===== src/rtl/wbq_pkg.sv =====
// wbq_pkg: shared widths, occupancy width, the default result-entry layout and
// the occupancy update helper used by every write-back result queue channel.
//
// Contents:
//   ROB_W / RD_W / PC_W : ROB tag, physical destination and PC field widths
//   OCC_W               : occupancy counter width (holds 0..16)
//   DEF_DW              : result width of the default entry layout
//   wbq_entry_t         : {res, rob, rd, pc} entry with a DEF_DW-wide result
//   occ_next()          : occupancy after a (write, read) pair
package wbq_pkg;

    localparam int ROB_W  = 6;
    localparam int RD_W   = 6;
    localparam int PC_W   = 12;
    localparam int OCC_W  = 5;
    localparam int DEF_DW = 32;

    typedef struct packed {
        logic [DEF_DW-1:0] res;
        logic [ROB_W-1:0]  rob;
        logic [RD_W-1:0]   rd;
        logic [PC_W-1:0]   pc;
    } wbq_entry_t;

    // Simultaneous write and read leaves the count unchanged.
    function automatic logic [OCC_W-1:0] occ_next(
        input logic [OCC_W-1:0] occ,
        input logic             wr,
        input logic             rd
    );
        case ({wr, rd})
            2'b10:   occ_next = occ + OCC_W'(1);
            2'b01:   occ_next = occ - OCC_W'(1);
            default: occ_next = occ;
        endcase
    endfunction

endpackage


===== src/rtl/wbq_fifo.sv =====
// wbq_fifo: single-channel FIFO of DEPTH entries for the write-back result queue.
//
// Ports:
//   clk, rst   : clock, synchronous active-high reset
//   flush      : empties the FIFO on the next edge, discarding a concurrent push
//   push       : write request, ignored while full
//   push_data  : entry to write
//   pop        : read request, ignored while empty
//   head       : oldest entry (meaningful only while !empty)
//   occ        : number of stored entries, 0..DEPTH
//   full/empty : derived from occ only
//
// Pointers are log2(DEPTH) bits and wrap naturally since DEPTH is a power of two;
// occ disambiguates full from empty when the pointers are equal.
module wbq_fifo
    import wbq_pkg::*;
#(
    parameter int  DEPTH   = 4,
    parameter type entry_t = wbq_entry_t
) (
    input  logic             clk,
    input  logic             rst,
    input  logic             flush,
    input  logic             push,
    input  entry_t           push_data,
    input  logic             pop,
    output entry_t           head,
    output logic [OCC_W-1:0] occ,
    output logic             full,
    output logic             empty
);

    localparam int AW = (DEPTH > 1) ? $clog2(DEPTH) : 1;

    entry_t           mem_r [DEPTH];
    logic [AW-1:0]    wptr_r;
    logic [AW-1:0]    rptr_r;
    logic [OCC_W-1:0] occ_r;
    logic             full_s;
    logic             empty_s;
    logic             wr_en_s;
    logic             rd_en_s;

    assign full_s  = (occ_r == OCC_W'(DEPTH));
    assign empty_s = (occ_r == {OCC_W{1'b0}});
    assign wr_en_s = push && !full_s;
    assign rd_en_s = pop && !empty_s;

    // Pointer and occupancy state; reset wins over flush, flush wins over push/pop.
    always_ff @(posedge clk) begin
        if (rst || flush) begin
            wptr_r <= {AW{1'b0}};
            rptr_r <= {AW{1'b0}};
            occ_r  <= {OCC_W{1'b0}};
        end else begin
            if (wr_en_s) begin
                wptr_r <= wptr_r + AW'(1);
            end
            if (rd_en_s) begin
                rptr_r <= rptr_r + AW'(1);
            end
            occ_r <= occ_next(occ_r, wr_en_s, rd_en_s);
        end
    end

    // Entry storage; contents need no reset because occ gates visibility.
    always_ff @(posedge clk) begin
        if (wr_en_s && !rst && !flush) begin
            mem_r[wptr_r] <= push_data;
        end
    end

    assign head  = mem_r[rptr_r];
    assign occ   = occ_r;
    assign full  = full_s;
    assign empty = empty_s;

endmodule


===== src/rtl/wb_result_queue.sv =====
// wb_result_queue: NCH independent write-back result FIFOs sitting between the
// functional units and the ROB/CDB consumer.
//
// Ports (channel i occupies slice i of every packed vector):
//   clk, rst                  : clock, synchronous active-high reset
//   flush                     : mispredict recovery, empties every channel
//   in_valid / in_ready       : per-channel producer handshake (in_ready = not full)
//   in_res/in_rob/in_rd/in_pc : incoming result fields, DW/6/6/12 bits per channel
//   out_valid / out_ready     : per-channel consumer handshake
//   out_res/out_rob/out_rd/out_pc : head entry fields, don't-care while !out_valid
//   occ                       : per-channel occupancy, 5 bits per channel
//   ovf                       : sticky per-channel drop flag, cleared only by rst
//
// Build option: define WBQ_BYPASS_EN to let an empty channel present its input
// on the out_* fields in the same cycle; an entry taken that way is never stored.
module wb_result_queue
    import wbq_pkg::*;
#(
    parameter int NCH   = 3,
    parameter int DEPTH = 4,
    parameter int DW    = 32
) (
    input  logic                  clk,
    input  logic                  rst,
    input  logic                  flush,
    input  logic [NCH-1:0]        in_valid,
    output logic [NCH-1:0]        in_ready,
    input  logic [NCH*DW-1:0]     in_res,
    input  logic [NCH*ROB_W-1:0]  in_rob,
    input  logic [NCH*RD_W-1:0]   in_rd,
    input  logic [NCH*PC_W-1:0]   in_pc,
    output logic [NCH-1:0]        out_valid,
    input  logic [NCH-1:0]        out_ready,
    output logic [NCH*DW-1:0]     out_res,
    output logic [NCH*ROB_W-1:0]  out_rob,
    output logic [NCH*RD_W-1:0]   out_rd,
    output logic [NCH*PC_W-1:0]   out_pc,
    output logic [NCH*OCC_W-1:0]  occ,
    output logic [NCH-1:0]        ovf
);

    // Entry layout sized to this instance's result width.
    typedef struct packed {
        logic [DW-1:0]    res;
        logic [ROB_W-1:0] rob;
        logic [RD_W-1:0]  rd;
        logic [PC_W-1:0]  pc;
    } entry_t;

    genvar gi;
    generate
        for (gi = 0; gi < NCH; gi++) begin : g_ch
            entry_t           in_entry_s;
            entry_t           head_s;
            entry_t           out_entry_s;
            logic             full_s;
            logic             empty_s;
            logic             push_s;
            logic             pop_s;
            logic             out_valid_s;
            logic [OCC_W-1:0] occ_s;
            logic             ovf_r;

            assign in_entry_s.res = in_res[gi*DW +: DW];
            assign in_entry_s.rob = in_rob[gi*ROB_W +: ROB_W];
            assign in_entry_s.rd  = in_rd[gi*RD_W +: RD_W];
            assign in_entry_s.pc  = in_pc[gi*PC_W +: PC_W];

`ifdef WBQ_BYPASS_EN
            logic bypass_s;

            // An empty channel forwards its input; if the consumer takes it now it skips storage.
            assign bypass_s    = empty_s && in_valid[gi];
            assign out_valid_s = !empty_s || in_valid[gi];
            assign out_entry_s = bypass_s ? in_entry_s : head_s;
            assign push_s      = in_valid[gi] && !(bypass_s && out_ready[gi]);
`else
            assign out_valid_s = !empty_s;
            assign out_entry_s = head_s;
            assign push_s      = in_valid[gi];
`endif
            assign pop_s = out_ready[gi] && !empty_s;

            wbq_fifo #(
                .DEPTH   (DEPTH),
                .entry_t (entry_t)
            ) u_fifo (
                .clk       (clk),
                .rst       (rst),
                .flush     (flush),
                .push      (push_s),
                .push_data (in_entry_s),
                .pop       (pop_s),
                .head      (head_s),
                .occ       (occ_s),
                .full      (full_s),
                .empty     (empty_s)
            );

            // Sticky drop flag: a valid offered while full is lost; flush leaves it alone.
            always_ff @(posedge clk) begin
                if (rst) begin
                    ovf_r <= 1'b0;
                end else if (in_valid[gi] && full_s) begin
                    ovf_r <= 1'b1;
                end
            end

            // in_ready looks only at stored state, so a same-cycle pop never raises it.
            assign in_ready[gi]                 = !full_s;
            assign out_valid[gi]                = out_valid_s;
            assign out_res[gi*DW +: DW]         = out_entry_s.res;
            assign out_rob[gi*ROB_W +: ROB_W]   = out_entry_s.rob;
            assign out_rd[gi*RD_W +: RD_W]      = out_entry_s.rd;
            assign out_pc[gi*PC_W +: PC_W]      = out_entry_s.pc;
            assign occ[gi*OCC_W +: OCC_W]       = occ_s;
            assign ovf[gi]                      = ovf_r;
        end
    endgenerate

endmodule


===== config.mk =====
export PLATFORM = sky130hd
export DESIGN_NAME = wb_result_queue
export DESIGN_NICKNAME = d
export VERILOG_FILES = /design/src/rtl/wbq_pkg.sv /design/src/rtl/wbq_fifo.sv /design/src/rtl/wb_result_queue.sv
export SDC_FILE = /design/constraint.sdc
export NUM_CORES = 1
export LEC_CHECK = 0
export ABC_AREA = 1
export CAP_MARGIN = 30
export CORE_UTILIZATION = 38
export CTS_BUF_LIST = sky130_fd_sc_hd__clkbuf_8
export CTS_CLUSTER_DIAMETER = 80
export DETAILED_ROUTE_END_ITERATION = 10
export GPL_TIMING_DRIVEN = 0
export RECOVER_POWER = 100
export SLEW_MARGIN = 5
export SYNTH_ARGS = -nofsm -noshare
export SYNTH_HDL_FRONTEND = slang
export SYNTH_SLANG_ARGS = --single-unit

===== constraint.sdc =====
create_clock -name clk -period 4.1 [get_ports clk]
set_input_delay 0.41 -clock clk [delete_from_list [all_inputs] [get_ports clk]]
set_output_delay 0.41 -clock clk [all_outputs]
set_load 0.03 [all_outputs]

==> key figures, run 1 <==
Outcome
  – Status: finished, violations left
  – Failing checks: capacitance limit, slew limit

Floorplanning
  – Die X: 268 µm
  – Chip height: 268 µm
  – Initial Utilization: 38.4%
  – IO Pins: 369
  – Die area: 71800 µm²
  – Rows: 97
  – Core Footprint: 70000 µm²

Clock tree
  – CTS Buffer Depth: 3
  – CTS buffer count: 116
  – H-tree level count: 3
  – Clk_lat worst skew: 0.72 ns
  – CTS root buffer: clkbuf_8
  – Sink Count: 708
  – Clk slew on worst S/H paths: 0.06 ns
  – Post-CTS Hold Buffers: 0
  – Resize count post-CTS: 0
  – # Post-CTS Setup Buffers: 0
  – TritonCTS clock tree: yes

GRT
  – Largest net degree at the start of global routing: 27
  – GR Util All Layers: 19.8%
  – First-pass GRT wire length: 106000 µm
  – Initial antenna violation count: 40
  – GRT overflow: 0
  – Number of global-route vias before repair: 17900

Worst setup path
  – CP Max Fanout: 10
  – Most Frequent Cell on Critical Path: buf_2
  – Flop2flop setup slack: 0.59 ns
  – CP required: 3.69 ns
  – Critical-path cell list: buf_2 > inv_2 > buf_2 > clkbuf_1 > o21ai_0 > o22ai_1 > dlygate4sd3_1
  – Startpoint Class: flop
  – Delay of the slowest critical-path stage: 0.78 ns
  – Type of destination of the critical path: primary output
  – Crit path buf inv count: 5
  – Top delay family on crit path: buffers and inverters
  – Arr. time, crit path: 3.39 ns
  – Cell depth of the worst setup path: 7
  – FF-to-FF path depth: 5
  – Worst r2r src: g_ch[0].u_fifo.occ[1]
  – Slowest stage cell, crit path: dlygate4sd3_1
  – Crit Path Class: flop to primary output

Timing
  – Slew @ Worst Pin: 2.21 ns
  – Final Hold Fails: 0
  – Min Hold Slack: 0.397 ns
  – Tmin final: 3.80 ns
  – Unrepaired setup endpoints after global routing: no
  – Clk_skew: 0.0431 ns
  – Fmax achieved: 263 MHz
  – Final Cycle Share: 92.6%
  – TNS Setup: 0 ns
  – Max Slew Vio Count: 210
  – Relative max-transition margin: -47.8%
  – # setup viols final: 0

Detailed routing
  – Via count: 17700
  – Wirelength, routed: 72400 µm
  – Initial detailed-routing violation count: 1093
  – First-pass DRT Iterations: 5
  – Final ANT Viol Nets: 0
  – WL/cell: 20.7 µm
  – Drt drc: 0
  – Post-DR vias/cell: 5.07

Hold path
  – Hold Startpoint: in_res[88]
  – Hold path cells: 1
  – Tightest Hold Check Type: input pin to flop

Power
  – Combinational Power Share: 12.5%
  – Leak: 11.7 nW
  – Net Sw Frac: 26.2%
  – Sequential group share of total power: 51.7%
  – PD cells: 459 nW/µm²
  – Psw: 4.11 mW
  – Maximum VDD drop: 273 µV
  – Internal power: 11.6 mW
  – Clk pwr share: 35.8%

Yosys
  – Netlist cell types: 31
  – Netlist Area Pre-Place: 26900 µm²
  – Post-synthesis net count: 2122
  – Register area share after synthesis: 77.8%
  – Synth warn: 0
  – Synthesized flop and latch total: 708
  – Synthesized area per cell: 14.0 µm²
  – Synth Instances: 1925

Placed design
  – Post-DP HPWL: 47800 µm
  – IO buf count: 368
  – RePlAce Congestion: 0.782

Layout
  – Share of layout cells above drive strength 1: 8.52%
  – Layout net count: 2633
  – P&R area growth vs syn: 27.2%

Flow run
  – Maxcap violations: 10
[cells in the mapped netlist]
cell type,n,area share [%]
ha_1,20,0.93
nor3_1,1,0.019
dfxtp_1,36,2.7
o21ai_1,5,0.093
buf_1,2,0.028
nor2_2,5,0.12
o22ai_1,168,3.9
nor2_4,2,0.084
nand4_1,8,0.19
nand3_4,1,0.065
xor2_2,1,0.061
buf_2,26,0.48
clkbuf_1,83,1.2
edfxtp_1,672,75
o21ai_0,350,6.5
nand3_1,17,0.32
nand3b_1,1,0.028
a21oi_1,27,0.50
nand2_4,4,0.17
xnor2_1,3,0.098
nand2_2,5,0.12
nand3_2,7,0.26
inv_4,3,0.070
clkbuf_2,1,0.019
buf_4,6,0.17
nor2_1,370,5.2
inv_1,54,0.75
inv_2,5,0.070
a21oi_2,1,0.033
xor2_1,11,0.36
nand2_1,30,0.42
[final timing paths]
| kind | endpoint |
|---|---|
| worst min-delay path | g_ch[2].u_fifo.mem_r[1][48] |
| worst min register to register | g_ch[0].ovf_r |
| worst max register to register | g_ch[0].u_fifo.mem_r[3][35] |
| worst max-delay path | out_res[17] |
[metal layers]
metal / share of wire (%) / GRT usage, % / routed length [µm]
met5: 0.28 / 0 / 205
met4: 2.5 / 6.89 / 1800
met3: 8.9 / 7.06 / 6440
met2: 49 / 33.1 / 35400
met1: 39 / 23.5 / 28500
[area by class of cell]
cell class / instances / area (µm²)
plain buffers: 118 / 498
repair buffers: 393 / 4000
clock inverters: 98 / 505
inverters: 62 / 238
well taps: 940 / 1180
flip-flops and latches: 708 / 20900
clock buffers: 118 / 1620
multi-input cells: 1037 / 5190
fillers: 6141 / 35800
diodes: 21 / 52.6
[layout by cell type (no fill, tap or decap), types with 3 or more instances in the layout]
cell type          n
ha_1              20
clkinv_1          25
dfxtp_1           36
clkbuf_1          89
buf_4              7
buf_12             6
clkdlybuf4s50_1   11
clkbuf_2           7
nand2_4            3
edfxtp_1         672
nor2_1           373
nand4_1            8
buf_2             26
nand3_2            6
bufinv_16          3
o22ai_1          168
a21oi_1           27
inv_1            106
xor2_1            12
clkbuf_8         118
o21ai_0          353
diode_2           21
clkinv_2          13
xnor2_1            3
nand3_1           18
inv_2              4
dlygate4sd3_1    357
nand2_1           35
buf_16             4
[worst reg2reg max path, cell delays in order (launching register included)]
cell and delay (ns):
dfxtp_1 0.45, nor2_1 0.13, nand3_2 0.14, nand3_1 0.22, nor2_1 1.49, clkbuf_2 0.70
[power by group through the flow]
stage | logic (mW) | clock network, mW | registers [mW]
floorplan | 1.08 | 0 | 8.30
global placement | 2.05 | 0 | 8.28
detailed placement | 2.12 | 0 | 8.27
CTS | 2.13 | 5.79 | 8.12
global route | 2.11 | 6.08 | 8.12
finish | 1.96 | 5.62 | 8.12
[through the flow]
stage / cell area [µm²] / power (mW) / instances / util, % / worst slack [ns]
after floorplan: 26900 / 9.38 / 1925 / - / 0.128
after global placement: 31700 / 10.3 / 3233 / 45.3 / -3.06
after detailed placement: 32400 / 10.4 / 3258 / 46.2 / 0.245
after CTS: 34500 / 16.0 / 3474 / 49.3 / 0.187
after global routing: 34200 / 16.3 / 3484 / 48.8 / 0.0348
final: 34200 / 15.7 / 3495 / 48.8 / 0.302
[sequential cells by signal, indices dropped and copies added (netlist names), named ones only]
| name | cells |
|---|---|
| g_ch.ovf_r | 3 |
| g_ch.u_fifo.mem_r | 672 |
| g_ch.u_fifo.occ | 15 |
| g_ch.u_fifo.rptr_r | 6 |
| g_ch.u_fifo.wptr_r | 6 |
[cells by family (layout without fill, tap and decap cells)]
logic type      count (synthesis)  after routing  share of synthesized area (%)
xor+xnor                       15             15                          0.517
flops                         708            708                           77.8
other cells                     0             21                              0
compound gates                551            551                           11.1
fa+ha+maj                      20             20                          0.931
buf+inv                       180            789                           2.75
simple gates                  451            451                           6.95
(Power assumes the default switching activity.)
==> inputs of run 2 (changes only) <==
--- a/config.mk
+++ b/config.mk
@@ -13,6 +13,7 @@
 export DETAILED_ROUTE_END_ITERATION = 10
 export GPL_TIMING_DRIVEN = 0
 export RECOVER_POWER = 100
+export SKIP_LAST_GASP = 1
 export SLEW_MARGIN = 5
 export SYNTH_ARGS = -nofsm -noshare
 export SYNTH_HDL_FRONTEND = slang
==> results of run 2 <==
Final layout, timing and power as in run 1 (identical DEF).
